File: src/rtl/addsub_arbiter.sv
// Two-requester front end for a shared combinational adder/subtractor: arbitrates,
// drives the unit for one cycle, and returns the tagged result on a valid/ready port.
module addsub_arbiter #(
   parameter int WIDTH     = 8,
   parameter int FIXED_PRI = 0,
   parameter int CNT_W     = 16
) (
   input  logic             clk,
   input  logic             rst_n,
   input  logic             req0_valid,
   output logic             req0_ready,
   input  logic [WIDTH-1:0] req0_a,
   input  logic [WIDTH-1:0] req0_b,
   input  logic             req0_sub,
   input  logic             req1_valid,
   output logic             req1_ready,
   input  logic [WIDTH-1:0] req1_a,
   input  logic [WIDTH-1:0] req1_b,
   input  logic             req1_sub,
   output logic [WIDTH-1:0] au_a,
   output logic [WIDTH-1:0] au_b,
   output logic             au_cin,
   input  logic [WIDTH-1:0] au_s,
   input  logic             au_cout,
   output logic             rsp_valid,
   input  logic             rsp_ready,
   output logic             rsp_id,
   output logic [WIDTH-1:0] rsp_s,
   output logic             rsp_cout,
   output logic             rsp_ovf,
   output logic [CNT_W-1:0] op_count
);

   typedef enum logic [1:0] {
      IDLE = 2'd0,
      EXEC = 2'd1,
      RESP = 2'd2
   } state_t;

   state_t           state_q, state_d;
   logic             last_grant_q, last_grant_d;
   logic             op_id_q, op_id_d;
   logic [WIDTH-1:0] au_a_q, au_a_d;
   logic [WIDTH-1:0] au_b_q, au_b_d;
   logic             au_cin_q, au_cin_d;
   logic             rsp_valid_q, rsp_valid_d;
   logic             rsp_id_q, rsp_id_d;
   logic [WIDTH-1:0] rsp_s_q, rsp_s_d;
   logic             rsp_cout_q, rsp_cout_d;
   logic             rsp_ovf_q, rsp_ovf_d;
   logic [CNT_W-1:0] op_count_q, op_count_d;

   logic             grant_s;
   logic             accept_s;
   logic [WIDTH-1:0] bx_s;
   logic             ovf_s;

   // Grant selection: a lone requester wins; a tie goes round-robin or to requester 0.
   always_comb begin
      grant_s = 1'b0;
      if (req0_valid && req1_valid) begin
         if (FIXED_PRI != 0) begin
            grant_s = 1'b0;
         end else begin
            grant_s = ~last_grant_q;
         end
      end else if (req1_valid) begin
         grant_s = 1'b1;
      end else begin
         grant_s = 1'b0;
      end
   end

   // Ready is gated by rst_n so every output reads 0 while reset is held.
   assign req0_ready = rst_n & (state_q == IDLE) & ~grant_s & req0_valid;
   assign req1_ready = rst_n & (state_q == IDLE) &  grant_s & req1_valid;
   assign accept_s   = req0_ready | req1_ready;

   // Overflow is judged against the effective B operand the unit actually added.
   assign bx_s  = au_b_q ^ {WIDTH{au_cin_q}};
   assign ovf_s = (au_a_q[WIDTH-1] == bx_s[WIDTH-1]) & (au_s[WIDTH-1] != au_a_q[WIDTH-1]);

   // Next-state logic; the au_* registers double as the latched operands and are zero outside EXEC.
   always_comb begin
      state_d      = state_q;
      last_grant_d = last_grant_q;
      op_id_d      = op_id_q;
      au_a_d       = au_a_q;
      au_b_d       = au_b_q;
      au_cin_d     = au_cin_q;
      rsp_valid_d  = rsp_valid_q;
      rsp_id_d     = rsp_id_q;
      rsp_s_d      = rsp_s_q;
      rsp_cout_d   = rsp_cout_q;
      rsp_ovf_d    = rsp_ovf_q;
      op_count_d   = op_count_q;
      case (state_q)
         IDLE: begin
            if (accept_s) begin
               state_d      = EXEC;
               op_id_d      = grant_s;
               last_grant_d = grant_s;
               au_a_d       = grant_s ? req1_a   : req0_a;
               au_b_d       = grant_s ? req1_b   : req0_b;
               au_cin_d     = grant_s ? req1_sub : req0_sub;
            end else begin
               state_d = IDLE;
            end
         end
         EXEC: begin
            state_d     = RESP;
            rsp_valid_d = 1'b1;
            rsp_id_d    = op_id_q;
            rsp_s_d     = au_s;
            rsp_cout_d  = au_cout;
            rsp_ovf_d   = ovf_s;
            au_a_d      = {WIDTH{1'b0}};
            au_b_d      = {WIDTH{1'b0}};
            au_cin_d    = 1'b0;
         end
         RESP: begin
            if (rsp_ready) begin
               state_d     = IDLE;
               rsp_valid_d = 1'b0;
               op_count_d  = op_count_q + {{(CNT_W-1){1'b0}}, 1'b1};
            end else begin
               state_d = RESP;
            end
         end
         default: begin
            state_d     = IDLE;
            rsp_valid_d = 1'b0;
            au_a_d      = {WIDTH{1'b0}};
            au_b_d      = {WIDTH{1'b0}};
            au_cin_d    = 1'b0;
         end
      endcase
   end

   // State and output registers with asynchronous clear.
   always_ff @(posedge clk or negedge rst_n) begin
      if (!rst_n) begin
         state_q      <= IDLE;
         last_grant_q <= 1'b1;
         op_id_q      <= 1'b0;
         au_a_q       <= {WIDTH{1'b0}};
         au_b_q       <= {WIDTH{1'b0}};
         au_cin_q     <= 1'b0;
         rsp_valid_q  <= 1'b0;
         rsp_id_q     <= 1'b0;
         rsp_s_q      <= {WIDTH{1'b0}};
         rsp_cout_q   <= 1'b0;
         rsp_ovf_q    <= 1'b0;
         op_count_q   <= {CNT_W{1'b0}};
      end else begin
         state_q      <= state_d;
         last_grant_q <= last_grant_d;
         op_id_q      <= op_id_d;
         au_a_q       <= au_a_d;
         au_b_q       <= au_b_d;
         au_cin_q     <= au_cin_d;
         rsp_valid_q  <= rsp_valid_d;
         rsp_id_q     <= rsp_id_d;
         rsp_s_q      <= rsp_s_d;
         rsp_cout_q   <= rsp_cout_d;
         rsp_ovf_q    <= rsp_ovf_d;
         op_count_q   <= op_count_d;
      end
   end

   assign au_a      = au_a_q;
   assign au_b      = au_b_q;
   assign au_cin    = au_cin_q;
   assign rsp_valid = rsp_valid_q;
   assign rsp_id    = rsp_id_q;
   assign rsp_s     = rsp_s_q;
   assign rsp_cout  = rsp_cout_q;
   assign rsp_ovf   = rsp_ovf_q;
   assign op_count  = op_count_q;

endmodule
File: config.mk
export PLATFORM = sky130hd
export DESIGN_NAME = addsub_arbiter
export DESIGN_NICKNAME = d
export VERILOG_FILES = /design/src/rtl/addsub_arbiter.sv
export SDC_FILE = /design/constraint.sdc
export NUM_CORES = 1
export LEC_CHECK = 0
export CAP_MARGIN = 40
export CELL_PAD_IN_SITES_DETAIL_PLACEMENT = 2
export CELL_PAD_IN_SITES_GLOBAL_PLACEMENT = 2
export CORE_MARGIN = 1.5
export CORE_UTILIZATION = 23
export DETAILED_ROUTE_END_ITERATION = 8
export PLACE_DENSITY_LB_ADDON = 0.1
export SLEW_MARGIN = 0
export SYNTH_ARGS = -nofsm -noshare
export SYNTH_HDL_FRONTEND = slang
export SYNTH_SLANG_ARGS = --single-unit
export TNS_END_PERCENT = 100
File: constraint.sdc
create_clock -name clk -period 1.39 [get_ports clk]
set_input_delay 0.2085 -clock clk [delete_from_list [all_inputs] [get_ports clk]]
set_output_delay 0.2085 -clock clk [all_outputs]
set_load 0.01 [all_outputs]
# --- Yosys cells after proc, flatten, opt, wreduce, memory -nomap -nowiden ---
# Cells that the tools add are included.
# Widths: inputs -> output; s select.
word_totals:
  output_inout_bits: 47
  wordCells: 53
  regBits: 49
  in_bits: 48
op_classes:
  eq_ne: 6
  addsub: 1
  reduce_logical: 6
  bitwise: 12
  n_mux: 16
ops:
  columns: ["cell", "n"]
  rows:
  - ["$mux 8", 4]
  - ["$pmux 8 s2", 2]
  - ["$add 16x1->16 const B", 1]
  - ["$reduce_and 2->1", 4]
  - ["$xor 8x8->8", 1]
  - ["$and 1x1->1", 6]
  - ["$mux 1", 6]
  - ["$pmux 2 s3", 1]
  - ["$ne 2x2->1 const B", 2]
  - ["$not 1->1", 4]
  - ["$pmux 1 s3", 1]
  - ["$eq 2x1->1 const B", 1]
  - ["$eq 2x2->1 const B", 1]
  - ["$logic_not 2->1", 1]
  - ["$mux 2", 1]
  - ["$pmux 1 s2", 1]
  - ["$eq 1x1->1", 1]
  - ["$logic_and 1x1->1", 1]
  - ["$ne 1x1->1", 1]
  - ["$or 1x1->1", 1]

# --- Longest topological paths before layout ---
# Gate-level depths: netlist of the first run.
logic_depth:
  word_depth: 8
  ltp_mapped: 5
  depth_no_buf: 4

# --- Worst setup path before layout of the first run ---
# No wires, ideal clock.
synth_timing:
  kind: "register -> register"
  from: "register state_q[0]"
  to: "register op_count_q[15] (netlist: op_count[15])"
  setup_time_ps: 124
  arrival_ps: 1205
  path_buffers: 0
  path_slack_ps: 60
  stages_incl_launch_ff: 5
  required_time_ps: 1266
  period_less_slack_ps: 1330
  path_cell_list: "dfrtp_1 and4b_1 and4bb_1 nand4_1 xnor2_1"
synth_via:
  elab_chain_cells: 2
synth_lines:
  columns: ["element", "line", "rtl"]
  rows:
  - ["start, declared", "40", "state_t state_q, state_d;"]
  - ["start signal, assigned", "156", "state_q <= state_d;"]
  - ["$eq 2x2->1", "97", "case (state_q)"]
  - ["$reduce_and 2->1 (no source line)", null, null]
  - ["end signal, assigned", "154", "op_count_q <= {CNT_W{1'b0}};"]
  - ["end signal, assigned", "167", "op_count_q <= op_count_d;"]
  - ["end, declared", "51", "logic [CNT_W-1:0] op_count_q, op_count_d;"]
# Every way passes these cells.
# A chain may end at the register's enable or synchronous reset.

# --- Worst setup path after layout of the first run ---
layout_timing:
  from: "register state_q[0]"
  to: "output port req1_ready"
layout_via:
  elab_chain_cells: 4
layout_lines:
  columns: ["element", "line", "rtl"]
  rows:
  - ["$logic_not 2->1", "76", "assign req1_ready = rst_n & (state_q == IDLE) & grant_s & req1_valid;"]
  - ["$and 1x1->1 (3 in a row)", "76", null]
  - ["end, declared", "16", "output logic req1_ready,"]
# Every way passes these cells.

==> results of run 1 <==
flip-flops by register name, summed over array words and instances (netlist names), 2 cells and up:
register	count
op_count	16
au_a	8
au_b	8
rsp_s	8
state_q	2
worst reg2reg max path: cells and delay by family, from the launching register on:
family                 cells  cell delay [ns]
DFF                        1             0.43
and+or+nand+nor            2             0.38
AOI/OAI and AO/OA          1             0.14
buffers and inverters      4             0.45
metal layers:
metal,share of wire,wire length [um],global-route usage,up-vias
met5,0,0,0,-
met4,0.0074,48,0.0325,0
met3,0.057,371,0.0341,4
met2,0.52,3360,0.241,53
met1,0.42,2740,0.163,929
li1,-,-,-,896
stage by stage:
step	instance area (um2)	total power [W]	hold WS, ns	setup slack (ns)
global route	3760	0.00568	0.0284	-0.244
floorplan	2170	0.00297	-0.0871	0.0603
global placement	3380	0.00428	0.420	-0.410
detailed placement	3380	0.00434	0.421	-0.481
finish	3760	0.00532	-0.00740	-0.188
CTS	3610	0.00529	0.0911	-0.220
layout make-up:
| cell class | count | share of cell area |
|---|---|---|
| clock buffer | 7 | 0.0230 |
| clock inverter | 1 | 0.00799 |
| inverter | 2 | 0.00200 |
| multi-input combinational | 124 | 0.261 |
| sequential | 49 | 0.328 |
| tap | 111 | 0.0370 |
| timing repair buffer | 133 | 0.342 |
placed cells by master (no fill, tap or decap), drive strengths merged, types with 2 or more instances in the layout:
cell           netlist  layout
inv                  2       2
a31oi                2       2
xnor2               15      15
clkdlybuf4s50        0      45
a21oi                3       3
o21ai               17      17
dlygate4sd2          0      45
clkbuf               0       9
a21o                 2       2
mux2                11      11
dfrtp               48      48
nand4                6       6
nand3                5       5
nor2                 5       5
and3                 3       3
and2                 2       2
nor3b                2       2
buf                  5      40
nand2               22      22
mux2i               17      17
timing repair:
action | in CTS | in global routing
buffers inserted | 18 | 3
gates cloned | 0 | 2
hold buffers | 0 | 0
pin swaps | 7 | 17
resized for setup | 70 | 20
endpoints found under the hold margin | 0 | 0
endpoints found under the setup margin | 66 | 38
cells by family after synthesis:
family | synth area share
xor gates and xnor gates | 0.0644
adders and majority gates | 0.00575
muxes | 0.135
AOI/OAI and AO/OA | 0.0731
buffers and inverters | 0.0224
DFF | 0.564
and+or+nand+nor | 0.135
synthesized netlist by cell type:
| cell type | instances |
|---|---|
| a21oi_1 | 3 |
| xor2_1 | 1 |
| o21ai_1 | 17 |
| mux2i_1 | 17 |
| and2_1 | 1 |
| nor2b_1 | 1 |
| a21boi_1 | 1 |
| dfstp_2 | 1 |
| or2_1 | 1 |
| nand3b_1 | 1 |
| nor3b_2 | 1 |
| inv_2 | 1 |
| and4b_1 | 1 |
| dfrtp_1 | 48 |
| and4_1 | 1 |
| and4bb_1 | 1 |
| nand3_1 | 5 |
| ha_1 | 1 |
| inv_1 | 1 |
| and2b_1 | 1 |
| mux2_1 | 11 |
| o22a_1 | 1 |
| a31oi_4 | 1 |
| a31oi_1 | 1 |
| nor2_1 | 5 |
| and3_4 | 1 |
| buf_4 | 4 |
| nor3b_1 | 1 |
| nand2_1 | 21 |
| nand4_1 | 6 |
| a21o_1 | 2 |
| nand2_2 | 1 |
| and2_4 | 1 |
| and3_1 | 2 |
| buf_6 | 1 |
| nand4b_1 | 1 |
| xnor2_1 | 15 |
worst paths after layout:
check                                         startpoint  slack [ns]                       end  depth (start not counted)
worst max register to register      state_q[0]$_DFF_PN0_       -0.10       op_id_q$_DFFE_PN0P_                          7
worst max-delay path                state_q[0]$_DFF_PN0_       -0.19                req1_ready                          4
worst min-delay path                               rst_n      -0.007        rsp_id$_DFFE_PN0P_                          2
worst min register to register  op_count[15]$_DFFE_PN0P_        0.47  op_count[15]$_DFFE_PN0P_                          1
min in group clk                              req0_valid        0.22  last_grant_q$_DFFE_PN1P_                          2
max in group asynchronous                          rst_n        1.03   op_count[0]$_DFFE_PN0P_                          2
power groups by stage:
stage | logic [W] | clock network, W | registers [W]
2_1_floorplan | 0.000642 | 0 | 0.00233
3_3_place_gp | 0.00213 | 0 | 0.00215
3_5_place_dp | 0.00216 | 0 | 0.00217
4_1_cts | 0.00207 | 0.00112 | 0.00209
5_1_grt | 0.00236 | 0.00116 | 0.00216
6_report | 0.00216 | 0.00107 | 0.00209
==> impl_metrics.toml, run 1 <==
[layout]
diodes = 0
ff_latch_area_um2 = 1230
final_cells = 427
multi_input_area_um2 = 981
syn_to_final_growth_pct = 72.8
final_layout_size_suffix_gt1_frac = 0.241
nNetsFinal = 364
fin_util = 0.409
nFillCells = 992

[routing]
antenna_left = 0
vias_per_cell = 4.41
drt_iter0_markers = 53
dr_total_vias = 1882
drc = 0
dr.pass1.iters = 3
wire_per_inst_um = 15.3
wirelength_um = 6520

[critical_path]
crit_required_ns = 1.18
start_kind = "register"
cp_cell_sequence = "nor3b_4 -> buf_4 -> and2_4 -> buf_6"
path_buf_inv = 2
critPathMaxStageDelay_ns = 0.43
worstPathMaxFanout = 3
crit_slowest_cell = "dfrtp_1"
crit_arrival_ns = 1.37
cp_top_family = "flip-flops"
end_kind = "primary output"
path_class = "register to primary output"

[power_and_ir_drop]
switchingPower_w = 0.00170
p_leak_nw = 1.79
p_int_w = 0.00362
peakVddDrop_v = 0.000655
swShare = 0.319
combPwrFrac = 0.406
clkPwrFrac = 0.202
seqPwrFrac = 0.393
p_per_area_nw_per_um2 = 1410

[clocking]
htree_levels = 2
path_clk_slew_ns = 0.10
clock_sinks = 49
insertion_delay_ns = 0.29
cts_buffers = 5
ctsRootBufferMaster = "clkbuf_8"
clockBufferDepth = 2
cts_tree = "done"

[timing]
skew_ns = 0.00784
setup-tns-final_ns = -0.917
slew_violations = 0
finalCriticalPeriod_ns = 1.58
rsz0062_at_grt = "yes"
holdWs_ns = -0.00740
hold_viol_final = 27
fmax_ghz = 0.634
setup_slack_ns = -0.188
slew_headroom = 0.677
finalSetupViolCount = 18
tightest_slew_ns = 0.485
timing.final.crit_share = 1.14

[flow_run]
cap_violations = 0

[global_route]
antenna_found_initial = 0
grt_max_degree = 51
grt_usage = 0.135
grt_pass1_vias = 2178
grt_pass1_wl_um = 10800
gr-total-overflow = 0

[floorplanning]
rows = 35
dieWidth_um = 100
io_pins = 95
fp.dieH_um = 100
initial_core_util = 0.236
core_um2 = 9200
dieArea_um2 = 10000

[synthesis]
synth_area_leaders = "dfrtp_1 55%, mux2i_1 7.8%, xnor2_1 6.0%, mux2_1 5.7%, o21ai_1 3.9%"
synth_top_area_share = 0.552
synth-seq-cells = 49
syn_area_per_cell_um2 = 12.1
yosysSeqAreaShare = 0.564
netlist_area_um2 = 2170
synth_largest_area_cell = "dfrtp_1"
ys_warn_count = 0
netlist_instances = 180
syn-num-nets = 229
yosys.cell_types.count = 37

[placement]
portBuffers = 94
hpwl_um = 4490
numPlacedInstances = 398
gp_congestion = 0.716

[status]
status = "complete, but fails checks"
violations = "negative hold slack, negative setup slack"

[min_path]
hold_class = "input pin to asynchronous set/reset pin"
Note: power is estimated with default switching activity, not from simulation.
==> run 2: changes to the inputs <==
--- a/config.mk
+++ b/config.mk
@@ -9,7 +9,8 @@
 export CELL_PAD_IN_SITES_DETAIL_PLACEMENT = 2
 export CELL_PAD_IN_SITES_GLOBAL_PLACEMENT = 2
 export CORE_MARGIN = 1.5
-export CORE_UTILIZATION = 23
+export CORE_UTILIZATION = 24
+export CTS_BUF_LIST = sky130_fd_sc_hd__clkbuf_4
 export DETAILED_ROUTE_END_ITERATION = 8
 export PLACE_DENSITY_LB_ADDON = 0.1
 export SLEW_MARGIN = 0
==> impl_metrics.toml, run 2 (same netlist as run 1, synthesis figures left out) <==
[timing]
setup-tns-final_ns = -6.80
slew_violations = 0
slew_headroom = 0.561
hold_viol_final = 0
setup_slack_ns = -0.279
fmax_ghz = 0.599
holdWs_ns = 0.116
finalCriticalPeriod_ns = 1.67
tightest_slew_ns = 0.659
rsz0062_at_grt = "yes"
skew_ns = 0.0170
finalSetupViolCount = 46
timing.final.crit_share = 1.20

[layout]
syn_to_final_growth_pct = 80.9
final_layout_size_suffix_gt1_frac = 0.332
fin_util = 0.449
design_area_um2 = 3930
largest_register_ff_count = 16
final_common_cell = "clkdlybuf4s50_1"
final_cell_mix = "46 x clkdlybuf4s50_1, 45 x dlygate4sd2_1, 44 x dfrtp_1"
diodes = 0
nFillCells = 933
nNetsFinal = 379
final_cells = 439

[floorplanning]
io_pins = 95
core_um2 = 8760
rows = 34
dieWidth_um = 98.2
initial_core_util = 0.248
fp.dieH_um = 98.2
dieArea_um2 = 9640

[power_and_ir_drop]
swShare = 0.327
peakVddDrop_v = 0.000444
switchingPower_w = 0.00179
combPwrFrac = 0.460
p_leak_nw = 1.92
p_int_w = 0.00368
seqPwrFrac = 0.382
clkPwrFrac = 0.158
p_per_area_nw_per_um2 = 1390

[clocking]
clockBufferDepth = 2
path_clk_slew_ns = 0.15
cts_buffers = 5
ctsRootBufferMaster = "clkbuf_4"
cts_tree = "done"
insertion_delay_ns = 0.36
htree_levels = 2
clock_sinks = 49

[placement]
numPlacedInstances = 398
place_area_um2 = 3400
gp_congestion = 0.642
portBuffers = 94
hpwl_um = 4600

[routing]
drt_iter0_markers = 21
drc = 0
antenna_left = 0
wirelength_um = 7080
wire_per_inst_um = 16.1
dr.pass1.iters = 2
vias_per_cell = 4.51
dr_total_vias = 1979

[status]
status = "complete, but fails checks"
violations = "negative setup slack"

[global_route]
grt_usage = 0.149
grt_max_degree = 50
antenna_found_initial = 0
grt_pass1_vias = 2199
gr-total-overflow = 0
grt_pass1_wl_um = 11500

[critical_path]
path_class = "register to primary output"
worstPathMaxFanout = 2
start_kind = "register"
end_kind = "primary output"
crit_arrival_ns = 1.46
crit_required_ns = 1.18

[min_path]
hold_class = "input pin to asynchronous set/reset pin"

[flow_run]
cap_violations = 0
[run 2: changes by cell type in the layout (fill, tap and decap cells not counted), moves of 4 or more]
cell	change
buf_4	+18
buf_6	-4
xnor2_1	-4
mux2_1	-11
clkbuf_8	-6
clkbuf_4	+6
mux2_4	+11
xnor2_2	+4
[run 2: final timing paths]
kind	endpoint	start	depth (start not counted)	slack (ns)
worst max register to register	op_count[5]$_DFFE_PN0P_	state_q[1]$_DFF_PN0_	8	-0.22
worst min register to register	au_a[2]$_DFFE_PN0P_	au_a[2]$_DFFE_PN0P_	2	0.49
min in group clk	rsp_s[5]$_DFFE_PN0P_	au_s[5]	2	0.45
max in group asynchronous	op_count[4]$_DFFE_PN0P_	rst_n	3	0.80
worst min-delay path	rsp_s[7]$_DFFE_PN0P_	rst_n	3	0.12
worst max-delay path	req0_ready	state_q[0]$_DFF_PN0_	5	-0.28
[run 2: repair_timing]
action / 4_1_cts / 5_1_grt
endpoints found under the setup margin: 69 / 47
gates resized for setup: 85 / 26
hold buffers: 0 / 0
cloned: 1 / 2
pin swaps: 15 / 8
setup buffers: 24 / 10
[run 2: area by class of cell]
| class | count | area (um2) | area share |
|---|---|---|---|
| inverters | 2 | 10.0 | 0.00254 |
| clock inverters | 2 | 33.8 | 0.00859 |
| flip-flops and latches | 49 | 1230 | 0.313 |
| clock buffers | 6 | 45.0 | 0.0115 |
| repair buffers | 148 | 1400 | 0.356 |
| multi-input cells | 124 | 1080 | 0.274 |
| well taps | 108 | 135 | 0.0344 |
[run 2: metal layers]
metal / routed length, um / up-vias / global-route usage
li1: - / 930 / -
met1: 3000 / 996 / 0.177
met2: 3670 / 49 / 0.269
met3: 368 / 4 / 0.0415
met4: 40 / 0 / 0.0293
met5: 0 / - / 0
[run 2: critical path, cell delays in order (launching register included)]
cell and delay (ns):
dfrtp_1 0.43, nor3b_2 0.25, buf_4 0.17, nand2_4 0.05, nor2_4 0.10, buf_6 0.11
[run 2: metrics by stage]
stage / power, W / setup slack (ns)
detailed placement: 0.00432 / -0.455
global route: 0.00586 / -0.396
floorplan: 0.00297 / 0.0603
finish: 0.00547 / -0.279
CTS: 0.00529 / -0.355
global placement: 0.00426 / -0.429
[run 2: power groups by stage]
stage	Clock, W	Combinational (W)	Sequential, W
3_5_place_dp	0	0.00214	0.00218
2_1_floorplan	0	0.000642	0.00233
5_1_grt	0.000958	0.00274	0.00217
4_1_cts	0.000904	0.00231	0.00209
3_3_place_gp	0	0.00210	0.00215
6_report	0.000863	0.00252	0.00209
==> run 3: changes to the inputs <==
--- a/config.mk
+++ b/config.mk
@@ -12,6 +12,7 @@
 export CORE_UTILIZATION = 24
 export CTS_BUF_LIST = sky130_fd_sc_hd__clkbuf_4
 export DETAILED_ROUTE_END_ITERATION = 8
+export GPL_ROUTABILITY_DRIVEN = 0
 export PLACE_DENSITY_LB_ADDON = 0.1
 export SLEW_MARGIN = 0
 export SYNTH_ARGS = -nofsm -noshare
==> results of run 3 <==
Same layout as run 2: the final DEF is identical, and so are final timing and power.
